==> config.mk <==
export PLATFORM = sky130hd
export DESIGN_NAME = inv_fixpt_converter
export DESIGN_NICKNAME = d
export VERILOG_FILES = /design/src/rtl/inv_pkg.sv /design/src/rtl/div_seq_unsigned.sv /design/src/rtl/inv_fixpt_converter.sv
export SDC_FILE = /design/constraint.sdc
export NUM_CORES = 1
export LEC_CHECK = 0
export CORE_ASPECT_RATIO = 0.8
export CORE_UTILIZATION = 50
export DETAILED_ROUTE_END_ITERATION = 7
export DONT_BUFFER_PORTS = 1
export PLACE_DENSITY = 0.72
export SLEW_MARGIN = 5
export SYNTH_ARGS = -nofsm -noshare
export SYNTH_HDL_FRONTEND = slang
export SYNTH_HIERARCHICAL = 1
export SYNTH_SLANG_ARGS = --single-unit
export TNS_END_PERCENT = 1
==> constraint.sdc <==
create_clock -name clk -period 2.82 [get_ports clk]
set_clock_uncertainty 0.15 [all_clocks]
set_input_delay 0.282 -clock clk [delete_from_list [all_inputs] [get_ports clk]]
set_output_delay 0.282 -clock clk [all_outputs]
set_load 0.01 [all_outputs]
==> src/rtl/inv_pkg.sv <==
// ---------------------------------------------------------------------------
// inv_pkg
// Shared definitions for the matrix-inverter fixed-point converter.
//   - state_t        : converter FSM states
//   - FRAC_BITS_DEF  : default number of fractional output bits (Q16.16)
//   - ELEMS_DEF      : default number of elements per 5x5 matrix
//   - IDX_W          : width of element indices
//   - Q_POS_MAX/Q_NEG_MAX : saturation limits of the signed 32-bit result
//   - absVal()       : 32-bit two's-complement magnitude (-2^31 -> 2^31)
// ---------------------------------------------------------------------------
package inv_pkg;

    localparam int FRAC_BITS_DEF = 16;
    localparam int ELEMS_DEF     = 25;
    localparam int IDX_W         = 5;

    localparam logic [31:0] Q_POS_MAX = 32'h7FFF_FFFF;
    localparam logic [31:0] Q_NEG_MAX = 32'h8000_0000;

    typedef enum logic [2:0] {
        IDLE,
        FETCH,
        DIV,
        FIX,
        OUT,
        FIN
    } state_t;

    // Magnitude is returned unsigned, so the most negative input maps to
    // 2^31 without overflow.
    function automatic logic [31:0] absVal(input logic [31:0] v);
        absVal = v[31] ? (~v + 32'd1) : v;
    endfunction

endpackage

==> src/rtl/div_seq_unsigned.sv <==
// ---------------------------------------------------------------------------
// div_seq_unsigned
// Restoring unsigned divider, one quotient bit per step, MSB first.
// The dividend is left-aligned in an ITERS-wide shift register, so running
// more iterations than DVD_W appends zero bits below the dividend LSB (used
// to produce an extra rounding bit).
// Ports:
//   clk, reset     : clock, asynchronous active-low reset
//   load_i         : capture dividend/divisor and clear the iteration count
//   step_i         : perform one restoring iteration
//   dividend_i     : DVD_W-bit unsigned dividend
//   divisor_i      : DVS_W-bit unsigned divisor
//   quotient_o     : ITERS-bit quotient, valid after ITERS steps
//   done_o         : high during the step that produces the final quotient bit
// ---------------------------------------------------------------------------
module div_seq_unsigned #(
    parameter int DVD_W = 48,
    parameter int DVS_W = 32,
    parameter int ITERS = 48
) (
    input  logic             clk,
    input  logic             reset,
    input  logic             load_i,
    input  logic             step_i,
    input  logic [DVD_W-1:0] dividend_i,
    input  logic [DVS_W-1:0] divisor_i,
    output logic [ITERS-1:0] quotient_o,
    output logic             done_o
);

    logic [ITERS-1:0] shift_q;
    logic [DVS_W-1:0] rem_q;
    logic [DVS_W-1:0] divisor_q;
    logic [5:0]       cnt_q;

    logic [DVS_W:0]   trial;
    logic             fits;
    logic [DVS_W-1:0] diff;

    // Trial subtraction: remainder shifted left with the next dividend bit.
    // When the divisor fits, the difference is below the divisor, so the
    // low DVS_W bits of the modular subtraction are exact.
    always_comb begin
        trial = {rem_q, shift_q[ITERS-1]};
        fits  = (trial >= {1'b0, divisor_q});
        diff  = trial[DVS_W-1:0] - divisor_q;
    end

    // Quotient bits are shifted in from the bottom as dividend bits leave
    // the top, so after ITERS steps the register holds only the quotient.
    always_ff @(posedge clk or negedge reset) begin
        if (!reset) begin
            shift_q   <= '0;
            rem_q     <= '0;
            divisor_q <= '0;
            cnt_q     <= '0;
        end else if (load_i) begin
            shift_q   <= ITERS'(dividend_i) << (ITERS - DVD_W);
            rem_q     <= '0;
            divisor_q <= divisor_i;
            cnt_q     <= '0;
        end else if (step_i) begin
            rem_q   <= fits ? diff : trial[DVS_W-1:0];
            shift_q <= {shift_q[ITERS-2:0], fits};
            cnt_q   <= cnt_q + 6'd1;
        end
    end

    assign quotient_o = shift_q;
    assign done_o     = step_i && (cnt_q == 6'(ITERS - 1));

endmodule

==> src/rtl/inv_fixpt_converter.sv <==
// ---------------------------------------------------------------------------
// inv_fixpt_converter
// Walks the 25 rational results of the 5x5 inverter and converts each
// numerator/denominator pair into a signed Q16.16 value, one element at a
// time, delivering results on a valid/ready stream.
// Ports:
//   clk, reset          : clock, asynchronous active-low reset
//   start               : one-cycle request, honoured only when idle
//   elem_idx            : index of the pair the upstream mux must present
//   num_in, den_in      : signed numerator/denominator for elem_idx
//   q_out, q_idx        : converted result and its index
//   q_valid, q_ready    : output stream handshake
//   busy, done          : activity indicator, end-of-matrix pulse
//   dz_flag, sat_flag   : sticky zero-denominator / saturation flags
// Build option:
//   INV_FIXPT_ROUND_EN  : one extra divide iteration and round-half-away-
//                         from-zero instead of truncation toward zero.
// ---------------------------------------------------------------------------
module inv_fixpt_converter
    import inv_pkg::*;
#(
    parameter int FRAC_BITS = FRAC_BITS_DEF,
    parameter int ELEMS     = ELEMS_DEF
) (
    input  logic             clk,
    input  logic             reset,
    input  logic             start,
    output logic [IDX_W-1:0] elem_idx,
    input  logic [31:0]      num_in,
    input  logic [31:0]      den_in,
    output logic [31:0]      q_out,
    output logic [IDX_W-1:0] q_idx,
    output logic             q_valid,
    input  logic             q_ready,
    output logic             busy,
    output logic             done,
    output logic             dz_flag,
    output logic             sat_flag
);

    localparam int DVD_W = 32 + FRAC_BITS;
`ifdef INV_FIXPT_ROUND_EN
    localparam int DIV_ITERS = DVD_W + 1;
`else
    localparam int DIV_ITERS = DVD_W;
`endif
    // One spare bit so the rounding increment can never wrap.
    localparam int MAG_W = DVD_W + 1;
    localparam logic [IDX_W-1:0] LAST_IDX = IDX_W'(ELEMS - 1);

    state_t state_q, state_d;

    logic [IDX_W-1:0] elemIdx_q;
    logic [31:0]      qOut_q;
    logic [IDX_W-1:0] qIdx_q;
    logic             numNeg_q;
    logic             denNeg_q;
    logic             divZero_q;
    logic             dzFlag_q;
    logic             satFlag_q;

    logic                 divLoad;
    logic                 divStep;
    logic                 divDone;
    logic [DIV_ITERS-1:0] quotient;
    logic                 handshake;
    logic                 lastElem;

    logic [MAG_W-1:0] magRaw;
    logic [MAG_W-1:0] mag;
    logic             resNeg;
    logic [31:0]      fixVal;
    logic             fixSat;

    div_seq_unsigned #(
        .DVD_W (DVD_W),
        .DVS_W (32),
        .ITERS (DIV_ITERS)
    ) uDiv (
        .clk        (clk),
        .reset      (reset),
        .load_i     (divLoad),
        .step_i     (divStep),
        .dividend_i ({absVal(num_in), {FRAC_BITS{1'b0}}}),
        .divisor_i  (absVal(den_in)),
        .quotient_o (quotient),
        .done_o     (divDone)
    );

    assign handshake = (state_q == OUT) && q_ready;
    assign lastElem  = (elemIdx_q == LAST_IDX);

    // Sign, rounding and saturation for the FIX cycle. A zero denominator
    // bypasses the divider with a forced full-scale magnitude. The most
    // negative value is representable, hence the asymmetric limits.
    always_comb begin
`ifdef INV_FIXPT_ROUND_EN
        magRaw = MAG_W'(quotient[DIV_ITERS-1:1]) + MAG_W'(quotient[0]);
`else
        magRaw = MAG_W'(quotient);
`endif
        mag    = divZero_q ? MAG_W'(Q_POS_MAX) : magRaw;
        resNeg = (numNeg_q ^ denNeg_q) && (mag != '0);
        fixSat = 1'b0;
        if (!resNeg && (mag > MAG_W'(Q_POS_MAX))) begin
            fixVal = Q_POS_MAX;
            fixSat = 1'b1;
        end else if (resNeg && (mag > MAG_W'(Q_NEG_MAX))) begin
            fixVal = Q_NEG_MAX;
            fixSat = 1'b1;
        end else if (resNeg) begin
            fixVal = ~mag[31:0] + 32'd1;
        end else begin
            fixVal = mag[31:0];
        end
    end

    // State register.
    always_ff @(posedge clk or negedge reset) begin
        if (!reset) begin
            state_q <= IDLE;
        end else begin
            state_q <= state_d;
        end
    end

    // Next-state logic; a zero denominator skips the divider entirely.
    always_comb begin
        state_d = state_q;
        case (state_q)
            IDLE:    if (start) state_d = FETCH;
            FETCH:   state_d = (den_in == 32'd0) ? FIX : DIV;
            DIV:     if (divDone) state_d = FIX;
            FIX:     state_d = OUT;
            OUT:     if (handshake) state_d = lastElem ? FIN : FETCH;
            FIN:     state_d = IDLE;
            default: state_d = IDLE;
        endcase
    end

    // Outputs and divider controls decoded from the current state.
    always_comb begin
        q_valid = (state_q == OUT);
        busy    = (state_q != IDLE);
        done    = (state_q == FIN);
        divLoad = (state_q == FETCH);
        divStep = (state_q == DIV);
    end

    // Datapath registers. elem_idx only moves on the exit edge of OUT so
    // the upstream mux has a full cycle to settle before the next FETCH.
    always_ff @(posedge clk or negedge reset) begin
        if (!reset) begin
            elemIdx_q <= '0;
            qOut_q    <= '0;
            qIdx_q    <= '0;
            numNeg_q  <= 1'b0;
            denNeg_q  <= 1'b0;
            divZero_q <= 1'b0;
            dzFlag_q  <= 1'b0;
            satFlag_q <= 1'b0;
        end else begin
            case (state_q)
                IDLE: begin
                    if (start) begin
                        elemIdx_q <= '0;
                        dzFlag_q  <= 1'b0;
                        satFlag_q <= 1'b0;
                    end
                end
                FETCH: begin
                    numNeg_q  <= num_in[31];
                    denNeg_q  <= den_in[31];
                    divZero_q <= (den_in == 32'd0);
                    if (den_in == 32'd0) begin
                        dzFlag_q <= 1'b1;
                    end
                end
                FIX: begin
                    qOut_q <= fixVal;
                    qIdx_q <= elemIdx_q;
                    if (fixSat) begin
                        satFlag_q <= 1'b1;
                    end
                end
                OUT: begin
                    if (handshake && !lastElem) begin
                        elemIdx_q <= elemIdx_q + IDX_W'(1);
                    end
                end
                FIN: begin
                    elemIdx_q <= '0;
                end
                default: begin
                end
            endcase
        end
    end

    assign elem_idx = elemIdx_q;
    assign q_out    = qOut_q;
    assign q_idx    = qIdx_q;
    assign dz_flag  = dzFlag_q;
    assign sat_flag = satFlag_q;

endmodule

==> metrics.cfg <==
[clocking]
cts_tree=done
holdBufCountCts=69
cts_sinks=168
clockRootBuffer=clkbuf_16
htree_levels=4
numCtsBuffers=17
clk_pin_slew_ns=0.07
ctsLongestPathBuffers=2
clock_latency_ns=0.44

[die]
dieHeight_um=137.2
dieWidth_um=171.0
floorplan.rows=49
die_area_um2=23470
ios=115
initial_core_util=0.5094
core_um2=22440

[critical_path]
start_kind=flop
crit_family=compound AO/OA/AOI/OAI gates
critPathMaxFanout=7
arrival_ns=3.03
slowest_delay_ns=0.43
setup.worst_path.class=reg2reg
critical_path.slowest_cell=dfrtp_1
worstPathCellList=ha_4 > a21o_1 > a211o_1 > o2111ai_2 > a211oi_2 > a221o_1 > and2_4 > buf_12 > or3_1 > o221ai_1
cp_num_buf_inv=1
crit_path_end_kind=flop
critPathRequiredTime_ns=3.01

[route]
ant_nets=0
vias_per_cell=5.813
wl_per_cell_um=17.40
first_pass_iters=5
dr_total_vias=10810
drt_iter0_drc=987
drc=0
wl_um=32350

[finish]
num_antenna_cells=0
final_area_um2=14350
nets=1648
nFillCells=1840
area_growth_pct=25.55
drive_gt1_frac=0.1687

[sta]
rsz0062_at_grt=yes
hold_slack_ns=-0.6070
period_share=1.006
relSlewSlack=0.3047
worst_slew_pin_slew_ns=1.040
min_period_ns=2.836
hold_viol=168
clock.fmax_ghz=0.3526
setup_viol=4
slew_viol_final=0
post-route-worst-setup-slack_ns=-0.01624

[min_path]
min_path_type=in2async

[placed_design]
place_ws_ns=-0.3183
port_buffers=0
place_congestion=0.9448
hpwl_um=22190
dpl_cell_area_um2=12760

[power_and_ir_drop]
p_leak_nw=6.035
pwr_density_cell_nw_per_um2=1367
ir_drop_mv=0.6264
finalPower_w=0.01962

[global_routing]
grt_pass1_wl_um=52270
antenna_found_initial=1
grt_overflow_total=0
grt_pass1_vias=10230
grt_max_degree=169
track_usage=0.2812

[flow_run]
cap_violations=0

[outcome]
failed_checks=hold timing, setup timing
status=finished with violations

[synth]
ys_seq_area_frac=0.3678
synthDistinctLibCells=75
syn_inst=1358
async_flop_share=1.000
syn_area_um2=11430
ys_seq_elements=168
yosysWarnings=6
synth_edf_count=0
syn_area_per_cell_um2=8.417
dominantRegCellSynth=dfrtp_1

## cells by family (layout without fill, tap and decap cells)
family,Yosys count,count (layout),share of synthesized area
and+or+nand+nor,450,451,0.1893
AOI/OAI and AO/OA,394,394,0.2130
DFF,168,168,0.3678
buffers and inverters,133,312,0.04598
xor gates and xnor gates,106,106,0.08123
muxes,66,66,0.05791
adders and majority gates,40,40,0.04444
other,1,16,0.0003281
## layout by cell type (no fill, tap or decap), types with 9 or more instances in the layout
master           n
a211oi_1        11
a211oi_2         9
a21o_1          13
a21oi_1         66
a31oi_1         13
buf_4          148
clkbuf_16       17
conb_1          16
dfrtp_1        167
dlygate4sd3_1   69
ha_1            36
inv_1           53
mux2i_1         63
nand2_1        169
nand2b_1        18
nand3_1         18
nand4_1         17
nor2_1         108
nor3_1          19
nor4_1           9
o21ai_0        169
o31ai_1         26
or3_1           19
or4_1           14
xnor2_1         91
xor2_1          15
## power breakdown
part / internal (W) / switching, W / leakage [nW] / total (W)
sequential: 0.00353 / 0.000949 / 2.07 / 0.00448
combinational: 0.00580 / 0.00684 / 3.66 / 0.0126
clock: 0.00136 / 0.00113 / 0.307 / 0.00250
## synthesized netlist by cell type (all sizes together) (3+ instances only)
library cell / n / area, µm²
o21a: 8 / 60.06
nor3b: 3 / 22.52
o22ai: 3 / 18.77
or4: 18 / 146.4
nor2: 109 / 409.1
or2: 8 / 50.05
o21ai: 178 / 890.9
buf: 15 / 82.57
nor4b: 3 / 32.53
nand3: 19 / 100.1
o211ai: 8 / 60.06
mux2i: 65 / 650.6
a31oi: 15 / 93.84
and3: 6 / 37.54
o41ai: 11 / 115.1
inv: 55 / 206.5
a311oi: 5 / 43.79
nor4: 11 / 68.82
nand4: 17 / 106.4
and2: 10 / 65.06
nor2b: 4 / 25.02
a211oi: 20 / 155.1
o2111ai: 4 / 41.29
xnor2: 91 / 797.0
clkbuf: 63 / 236.5
o221ai: 4 / 35.03
a211o: 3 / 26.28
or3: 25 / 181.4
dfrtp: 168 / 4204
a21oi: 69 / 349.1
o31ai: 29 / 231.5
xor2: 15 / 131.4
ha: 39 / 488.0
nand2: 171 / 641.9
nor3: 22 / 110.1
a21o: 13 / 97.59
nand2b: 18 / 112.6
## metal layers
metal | vias up | track usage | share of wire
li1 | 5201 | - | -
met1 | 5149 | 0.4313 | 0.49
met2 | 436 | 0.4002 | 0.42
met3 | 21 | 0.06033 | 0.082
met4 | 0 | 0.06052 | 0.0075
met5 | - | 0 | 0
## what timing repair did
action,CTS,global route
pin swaps,12,25
hold endpoints to repair,236,168
gates resized for setup,11,48
gates cloned,1,0
setup endpoints to repair,44,57
setup buffers,2,3
## worst register-to-register path, delay by kind of cell, from the launching register on
family,cells,cell delay (ns)
adders and majority gates,1,0.26
AOI/OAI and AO/OA,6,1.24
buffers and inverters,1,0.15
DFF,1,0.43
and+or+nand+nor,2,0.52
## sequential cells by signal (all words and copies together), names as in the netlist, 3 cells and up
| signal | flops |
|---|---|
| elem_idx | 5 |
| q_idx | 5 |
| q_out | 32 |
| state_q | 3 |
| uDiv/cnt_q | 6 |
| uDiv/divisor_q | 32 |
| uDiv/quotient_o | 48 |
| uDiv/rem_q | 32 |
## per-stage QoR
| step | TNS (ns) | utilization | instances |
|---|---|---|---|
| after floorplan | -6.996 | - | 1373 |
| after global placement | -3.376 | 0.5688 | 1752 |
| after detailed placement | -4.100 | 0.5688 | 1752 |
| after CTS | -0.03744 | 0.6305 | 1856 |
| after global routing | -2.679 | 0.6395 | 1859 |
| final | -0.02727 | 0.6395 | 1859 |
## area by class of cell
cell class / instances / area (µm²) / area share
inverter: 55 / 209.0 / 0.01456
sequential: 168 / 4205 / 0.2931
clock buffer: 17 / 425.4 / 0.02965
tap: 306 / 382.9 / 0.02668
timing repair buffer: 225 / 1944 / 0.1355
multi-input combinational: 1073 / 6987 / 0.4869
clock inverter: 15 / 196.4 / 0.01369
## path summary, 6_finish.rpt
path,start,end,slack (ns),cells past startpoint
setup reg to reg,uDiv/rem_q[3],uDiv/rem_q[27],-0.02,10
hold / removal,reset,uDiv/divisor_q[24],-0.61,0
setup / recovery,uDiv/rem_q[3],uDiv/rem_q[27],-0.02,10
min in group clk,den_in[31],uDiv/divisor_q[14],0.01,4
max in group asynchronous,reset,q_out[19],2.92,0
hold reg to reg,uDiv/divisor_q[23],uDiv/divisor_q[23],0.39,2
Note: power is estimated with default switching activity, not from simulation.
